File: src/rtl/divider_16x8_seq.sv
// divider_16x8_seq
// Sequential 16-by-8 restoring divider for the NPU rescale/normalisation
// path. It runs in signed (two's complement) or unsigned mode and resolves
// one quotient bit per clock.
//
// Ports
//   clk         rising-edge clock
//   rst         asynchronous active-high reset
//   In_1        16-bit dividend (two's complement when Sign=1)
//   In_2        8-bit divisor   (two's complement when Sign=1)
//   Sign        1 = signed division, 0 = unsigned; sampled with the operands
//   In_Valid    operands present
//   In_Ready    block can accept a job (high only in IDLE)
//   Quotient    16-bit quotient
//   Remainder   8-bit remainder; it takes the dividend's sign
//   Div_By_Zero divisor was zero; valid with Out_Valid
//   Overflow    signed -32768 / -1; valid with Out_Valid
//   Out_Valid   result present (high only in DONE)
//   Out_Ready   consumer accepts the result
//
// Latency: a normal job takes 17 edges after the accept (16 DIV + 1 FIX).
// A zero-divisor or overflow job goes to DONE on the accepting edge.
module divider_16x8_seq (
  input  logic        clk,
  input  logic        rst,
  input  logic [15:0] In_1,
  input  logic [7:0]  In_2,
  input  logic        Sign,
  input  logic        In_Valid,
  output logic        In_Ready,
  output logic [15:0] Quotient,
  output logic [7:0]  Remainder,
  output logic        Div_By_Zero,
  output logic        Overflow,
  output logic        Out_Valid,
  input  logic        Out_Ready
);

  typedef enum logic [1:0] {
    IDLE = 2'd0,
    DIV  = 2'd1,
    FIX  = 2'd2,
    DONE = 2'd3
  } state_t;

  state_t state, state_nxt;

  // Conditional two's-complement negation. It gives absolute values on entry
  // and restores signs on exit. Because the result is unsigned, the negation
  // of 16'h8000 stays 16'h8000, which is the correct magnitude 32768.
  function automatic logic [15:0] neg16(input logic [15:0] v, input logic en);
    return en ? (~v + 16'd1) : v;
  endfunction

  function automatic logic [7:0] neg8(input logic [7:0] v, input logic en);
    return en ? (~v + 8'd1) : v;
  endfunction

  logic signed [15:0] dividend_s;
  logic signed [7:0]  divisor_s;
  logic               dvd_neg;
  logic               dvs_neg;
  logic               accept;
  logic               div_zero;
  logic               sgn_ovf;

  assign dividend_s = $signed(In_1);
  assign divisor_s  = $signed(In_2);
  assign dvd_neg    = Sign & (dividend_s < 16'sd0);
  assign dvs_neg    = Sign & (divisor_s < 8'sd0);
  assign accept     = In_Valid & In_Ready;
  assign div_zero   = (In_2 == 8'd0);
  assign sgn_ovf    = Sign & (In_1 == 16'h8000) & (In_2 == 8'hFF);

  // Working registers. They hold only data, so they are not reset.
  // quo_p starts as the dividend magnitude. Each step shifts one dividend
  // bit out of the top and one quotient bit in at the bottom.
  logic [15:0] quo_p;
  logic [7:0]  rem_p;
  logic [7:0]  div_mag_p;
  logic        q_neg_p;
  logic        r_neg_p;
  logic [3:0]  step_cnt;

  // One restoring step. The partial remainder after each step is below the
  // divisor magnitude (at most 255), so it fits in 8 bits. The trial value
  // before the compare needs 9 bits.
  logic [8:0] rem_trial;
  logic [8:0] rem_sub;
  logic       q_bit;
  logic [7:0] rem_next;

  always_comb begin
    rem_trial = {rem_p, quo_p[15]};
    rem_sub   = rem_trial - {1'b0, div_mag_p};
    q_bit     = (rem_trial >= {1'b0, div_mag_p});
    rem_next  = q_bit ? 8'(rem_sub) : 8'(rem_trial);
  end

  // FSM state register
  always_ff @(posedge clk or posedge rst) begin
    if (rst) begin
      state <= IDLE;
    end else begin
      state <= state_nxt;
    end
  end

  // FSM next state and handshake outputs
  always_comb begin
    state_nxt = state;
    In_Ready  = 1'b0;
    Out_Valid = 1'b0;
    case (state)
      IDLE: begin
        In_Ready = 1'b1;
        if (In_Valid) begin
          if (div_zero || sgn_ovf) begin
            state_nxt = DONE;
          end else begin
            state_nxt = DIV;
          end
        end
      end
      DIV: begin
        if (step_cnt == 4'd15) begin
          state_nxt = FIX;
        end
      end
      FIX: begin
        state_nxt = DONE;
      end
      DONE: begin
        Out_Valid = 1'b1;
        if (Out_Ready) begin
          state_nxt = IDLE;
        end
      end
      default: begin
        state_nxt = IDLE;
      end
    endcase
  end

  // Step counter and result registers. The result registers are held
  // through DONE and IDLE. Only the accept edge (special cases) and the FIX
  // edge write them.
  always_ff @(posedge clk or posedge rst) begin
    if (rst) begin
      step_cnt    <= 4'd0;
      Quotient    <= 16'd0;
      Remainder   <= 8'd0;
      Div_By_Zero <= 1'b0;
      Overflow    <= 1'b0;
    end else begin
      case (state)
        IDLE: begin
          if (accept) begin
            step_cnt <= 4'd0;
            if (div_zero) begin
              Quotient    <= 16'hFFFF;
              Remainder   <= In_1[7:0];
              Div_By_Zero <= 1'b1;
              Overflow    <= 1'b0;
            end else if (sgn_ovf) begin
              Quotient    <= 16'h8000;
              Remainder   <= 8'd0;
              Div_By_Zero <= 1'b0;
              Overflow    <= 1'b1;
            end else begin
              Div_By_Zero <= 1'b0;
              Overflow    <= 1'b0;
            end
          end
        end
        DIV: begin
          step_cnt <= step_cnt + 4'd1;
        end
        FIX: begin
          Quotient  <= neg16(quo_p, q_neg_p);
          Remainder <= neg8(rem_p, r_neg_p);
        end
        default: begin
        end
      endcase
    end
  end

  // Operand capture at accept, then the restoring iteration in DIV.
  // Truncating division: the quotient is negative when the operand signs
  // differ, and the remainder follows the dividend's sign.
  always_ff @(posedge clk) begin
    if (accept) begin
      quo_p     <= neg16(In_1, dvd_neg);
      div_mag_p <= neg8(In_2, dvs_neg);
      rem_p     <= 8'd0;
      q_neg_p   <= dvd_neg ^ dvs_neg;
      r_neg_p   <= dvd_neg;
    end else if (state == DIV) begin
      quo_p <= {quo_p[14:0], q_bit};
      rem_p <= rem_next;
    end
  end

endmodule

File: config.mk
export PLATFORM = sky130hd
export DESIGN_NAME = divider_16x8_seq
export DESIGN_NICKNAME = d
export VERILOG_FILES = /design/src/rtl/divider_16x8_seq.sv
export SDC_FILE = /design/constraint.sdc
export NUM_CORES = 1
export LEC_CHECK = 0
export ABC_AREA = 1
export CORE_AREA = 2 2 136 138
export DETAILED_ROUTE_END_ITERATION = 10
export DIE_AREA = 0 0 138 140
export GPL_TIMING_DRIVEN = 0
export PLACE_DENSITY_LB_ADDON = 0.3
export SETUP_SLACK_MARGIN = 0.05
export SYNTH_ARGS = -nofsm -noshare
export SYNTH_HDL_FRONTEND = slang
export SYNTH_SLANG_ARGS = --single-unit
File: constraint.sdc
create_clock -name clk -period 2.65 [get_ports clk]
set_input_delay 0.53 -clock clk [delete_from_list [all_inputs] [get_ports clk]]
set_output_delay 0.53 -clock clk [all_outputs]
set_load 0.05 [all_outputs]
Yosys cells after proc, flatten, opt, wreduce, memory -nomap -nowiden:

Index checks and enable logic that the tools add are counted.

* bits in registers: 66
* output and inout port bits: 28
* word-level logic and storage cells: 78

* add/subtract/negate cells: 6
* magnitude comparators: 3
* equal/unequal tests: 11
* mux-type cells: 27
* bitwise logic cells: 10
* reductions and logical operators: 10

Operator list (count)
* $mux 16: 7
* $mux 8: 6
* $add 16x1->16 const B: 2
* $not 16->16: 2
* $pmux 16 s2: 1
* $add 8x1->8 const B: 2
* $eq 16x16->1 const B: 1
* $lt 16x1->1 const B: 1
* $not 8->8: 2
* $pmux 8 s2: 1
* $ge 9x8->1: 1
* $eq 8x8->1 const B: 1
* $logic_not 8->1: 1
* $lt 8x1->1 const B: 1
* $mux 2: 4
* $ne 2x2->1 const B: 4
* $pmux 2 s4: 1
* $pmux 4 s2: 1
* $sub 8x8->8: 1
* $reduce_and 3->1: 2
* $reduce_bool 2->1: 3
* $and 1x1->1: 5
* $mux 1: 5
* $add 4x1->4 const B: 1
* other kinds (9): 11

Longest topological paths before layout:

* word-level depth: 7
* gate-level depth with buffers: 13

Least setup slack after synthesis:

OpenSTA, ideal clock, no wires.

* path type: flip-flop to flip-flop
* from: register state[0]
* to: register quo_p[0] (enable)
* data arrival time: 2.011 ns
* data required time: 2.286 ns
* path slack: 0.275 ns
* stages on the path, launching flop included: 7
* period minus slack after synthesis: 2.375 ns
* path through: dfrtp_1 inv_1 ha_1 nand2_1 inv_2 nor2_1 inv_1

* word-level cells in the longest chain between the ends: 4
* elaborated cells between the ends (all ways): 5
* classes of those cells: eq/ne: 1; mux: 1; bitwise: 1; reduce/logical: 2

RTL lines
* start, declared: RTL line 46 `state_t state, state_nxt;`
* start signal, assigned: RTL line 105 `state <= state_nxt;`
* $logic_not 2->1: RTL line 114 `case (state)`
* $mux 1: RTL line 114
* named net In_Ready: RTL line 30 `output logic In_Ready,`
* $and 1x1->1: RTL line 71 `assign accept = In_Valid & In_Ready;`
* named net accept: RTL line 63 `logic accept;`
* $reduce_bool 2->1 (no source line)
* end signal, assigned: RTL line 194 `quo_p <= neg16(In_1, dvd_neg);`
* end signal, assigned: RTL line 200 `quo_p <= {quo_p[14:0], q_bit};`
* end, declared: RTL line 78 `logic [15:0] quo_p;`

The timed path passes the listed nets, and every way through them passes these cells.
A chain may end at the register's enable or synchronous reset.

Worst setup path in the final report:

* from: register state[0]
* to: register quo_p[2] (enable)

* word-level cells in the longest chain between the ends: 4
* elaborated cells between the ends (all ways): 5
* classes of those cells: eq/ne: 1; mux: 1; bitwise: 1; reduce/logical: 2

RTL lines (RTL line)
* $logic_not 2->1: 114
* $mux 1: 114
* $and 1x1->1: 71
* named net accept: 63
* $reduce_bool 2->1 (no source line)

The timed path passes the listed nets, and every way through them passes these cells.

==> flow_summary.ini <==
[placed_design]
hpwl_microns = 9589
placed_cells = 904
gp_congestion = 0.8212
io_buffer_count = 56

[worst_setup_path]
crit_top_cell = inv_1
critPathMaxFanout = 19
required_ns = 2.63
endpoint_kind = register
critical_path_class = reg -> reg
max_stage_delay_ns = 0.51
startpoint_type = register
reg2regPathDepth = 6
cp.arrival_ns = 2.33
cp_slowest_cell = inv_1
cp_cell_sequence = inv_1 > ha_1 > nand2_1 > inv_2 > nor2_2 > inv_1

[outcome]
outcome = finished clean

[clock_tree]
cts_buffer_depth = 2
cts_tree = built
root_buffer = clkbuf_16
htreeDepth = 3
clock_sink_count = 66
path_clk_slew_ns = 0.06
cts_inserted_buffers = 9
worstSkewPairLatency_ns = 0.35
post_cts_buffers = 0
postCtsHoldBufs = 0

[floorplan]
fp.coreArea_sq_mm = 0.01778
io-pin-count = 57
rows = 49
start_util = 0.2479
die_h_microns = 140
dieArea_sq_mm = 0.01932
fp.dieW_microns = 138

[yosys]
synthTopCellsByCount = nand2_1 (181), nor2_1 (80), inv_1 (72)
synth_most_common_cell = nand2_1
yosysSeqAreaShare = 0.3952
yosys_warnings = 0
syn-instance-count = 619
async_flop_share = 0.4848
syn_area_per_cell_sq_um = 7.119
synth-edff-count = 26
yosysTopAreaCellShare = 0.1817
synth_seq_cells = 66
syn-num-nets = 667
synth_area_leaders = dfrtp_1 (18%), edfxtp_1 (18%), nand2_1 (15%)
netlist_area_sq_mm = 0.004407
synth_cell_types = 41
synth_top_cell_by_area = dfrtp_1
ys.flop_type = dfrtp_1

[timing]
report.final.slew_viol_count = 0
fin_skew_ns = 0.005747
fin_tns_setup_ns = 0
setup_violations = 0
rsz0062_at_grt = false
relSlewSlack = 0.5196
finalCritPeriodShare = 0.8866
fmax_mhz = 425.6
worst_pin_slew_ns = 0.7195
period_minus_slack_ns = 2.349
timing.final.hold_violations = 0

[min_path]
hold_path.class = reg -> reg
holdPathStages = 2

[grt]
grt_start_max_net_pins = 33
grt_use_total = 0.1323
grt-ovfl-total = 0
first_global_vias = 3951
antenna_found_initial = 0
grt_pass1_wl_microns = 20320

[drt]
dr_wl_met3_microns = 636
wl_microns = 12380
highest_layer = met4
detail_route.iter0.violations = 236
wl_per_cell_microns = 13.46
drt-met1-wl_microns = 6499
viasPerCell = 4.458
antenna_left = 0
firstDrtPassIters = 5
route.detailed.drc = 0
wl_met2_microns = 5059
vias = 4101

[pwr]
leakage_nw = 2.604
power.density_mw_per_mm2 = 1238
irDropWorstVdd_mv = 0.5405

[cells_and_area]
drive_above_1_share = 0.06368
final_cells = 920
fin_nets = 734
syn_to_final_growth_pct = 27.00
num_antenna_cells = 0

[run]
maxCapViolCount = 0
==> path summary, 6_finish.rpt <==
check                           slack [ns]                startpoint                        to
min in group asynchronous             0.62                       rst   Quotient[4]$_DFFE_PP0P_
worst min register to register        0.48  Quotient[10]$_DFFE_PP0P_  Quotient[10]$_DFFE_PP0P_
worst max-delay path                  0.30      state[0]$_DFFE_PP0P_        quo_p[2]$_DFFE_PP_
max in group asynchronous             1.56                       rst  Quotient[13]$_DFFE_PP0P_
worst max register to register        0.30      state[0]$_DFFE_PP0P_        quo_p[2]$_DFFE_PP_
worst min-delay path                  0.48  Quotient[10]$_DFFE_PP0P_  Quotient[10]$_DFFE_PP0P_
==> per-layer routing <==
layer,vias to the layer above,track usage
met4,0,0.04296
li1,2123,-
met2,104,0.1952
met3,14,0.03556
met5,-,0
met1,1860,0.1876
==> cell type report <==
class | count | area (sq um)
plain buffers | 14 | 70.07
fillers | 1954 | 12180
well taps | 229 | 286.5
clock buffers | 13 | 314.1
multi-input cells | 460 | 2301
repair buffers | 56 | 563.0
inverters | 79 | 297.8
flip-flops and latches | 66 | 1742
clock inverters | 3 | 22.52
==> placed cells by master (no fill, tap or decap), drive strengths merged, types with 3 or more instances in the layout <==
cell type        n
a21oi           24
buf              3
clkbuf          24
clkdlybuf4s50   55
clkinv           3
dfrtp           32
dfxtp            8
edfxtp          26
ha              18
inv             78
nand2          185
nand3           56
nand4            4
nor2            84
nor3             9
o211ai           4
o21ai           43
o22ai            4
or2              4
xor2            17
==> state kept, by name, summed over array words and instances (netlist names) <==
name	cells
Quotient	16
Div_By_Zero	1
rem_p	8
div_mag_p	8
step_cnt	4
quo_p	16
Overflow	1
state	2
Remainder	8
r_neg_p	1
q_neg_p	1
==> cells by family after synthesis <==
group / Yosys count / share of synthesized area
AND/OR/NAND/NOR: 343 / 0.3279
buffers and inverters: 93 / 0.08319
AO/OA/AOI/OAI: 80 / 0.1022
flip-flops: 66 / 0.3952
adder cells (fa/ha/maj): 19 / 0.05565
XOR/XNOR: 18 / 0.03577
==> worst max-delay path, delay by kind of cell, from the launching register on <==
family	cells	cell delay [ns]
fa+ha+maj	1	0.28
buf+inv	3	0.93
flops	1	0.41
simple gates	2	0.36
==> power by group <==
part / total [W] / internal (W) / leakage, nW / switching, W
logic: 0.00364 / 0.00120 / 1.71 / 0.00244
clock network: 0.00133 / 0.000833 / 0.164 / 0.000493
registers: 0.00196 / 0.00160 / 0.729 / 0.000366
total: 0.00693 / 0.00363 / 2.60 / 0.00330
==> per-stage QoR <==
step           area, sq um    util  total power [W]  setup slack (ns)  hold WS (ns)
2_1_floorplan         4407       -         0.004508            0.2746        0.4536
3_3_place_gp          5254  0.2955         0.005590           -0.2270        0.4664
3_5_place_dp          5254  0.2955         0.005632           -0.1999        0.4718
4_1_cts               5593  0.3146         0.006980            0.1131        0.4880
5_1_grt               5597  0.3148         0.007502           0.08151        0.5016
6_report              5597  0.3148         0.006928            0.3005        0.4824
==> timing repair <==
item                       in CTS  in global routing
cloned                          0                  0
setup endpoints to repair      16                  2
resized for setup               1                  3
No activity file was read; power rests on OpenSTA's default activity.
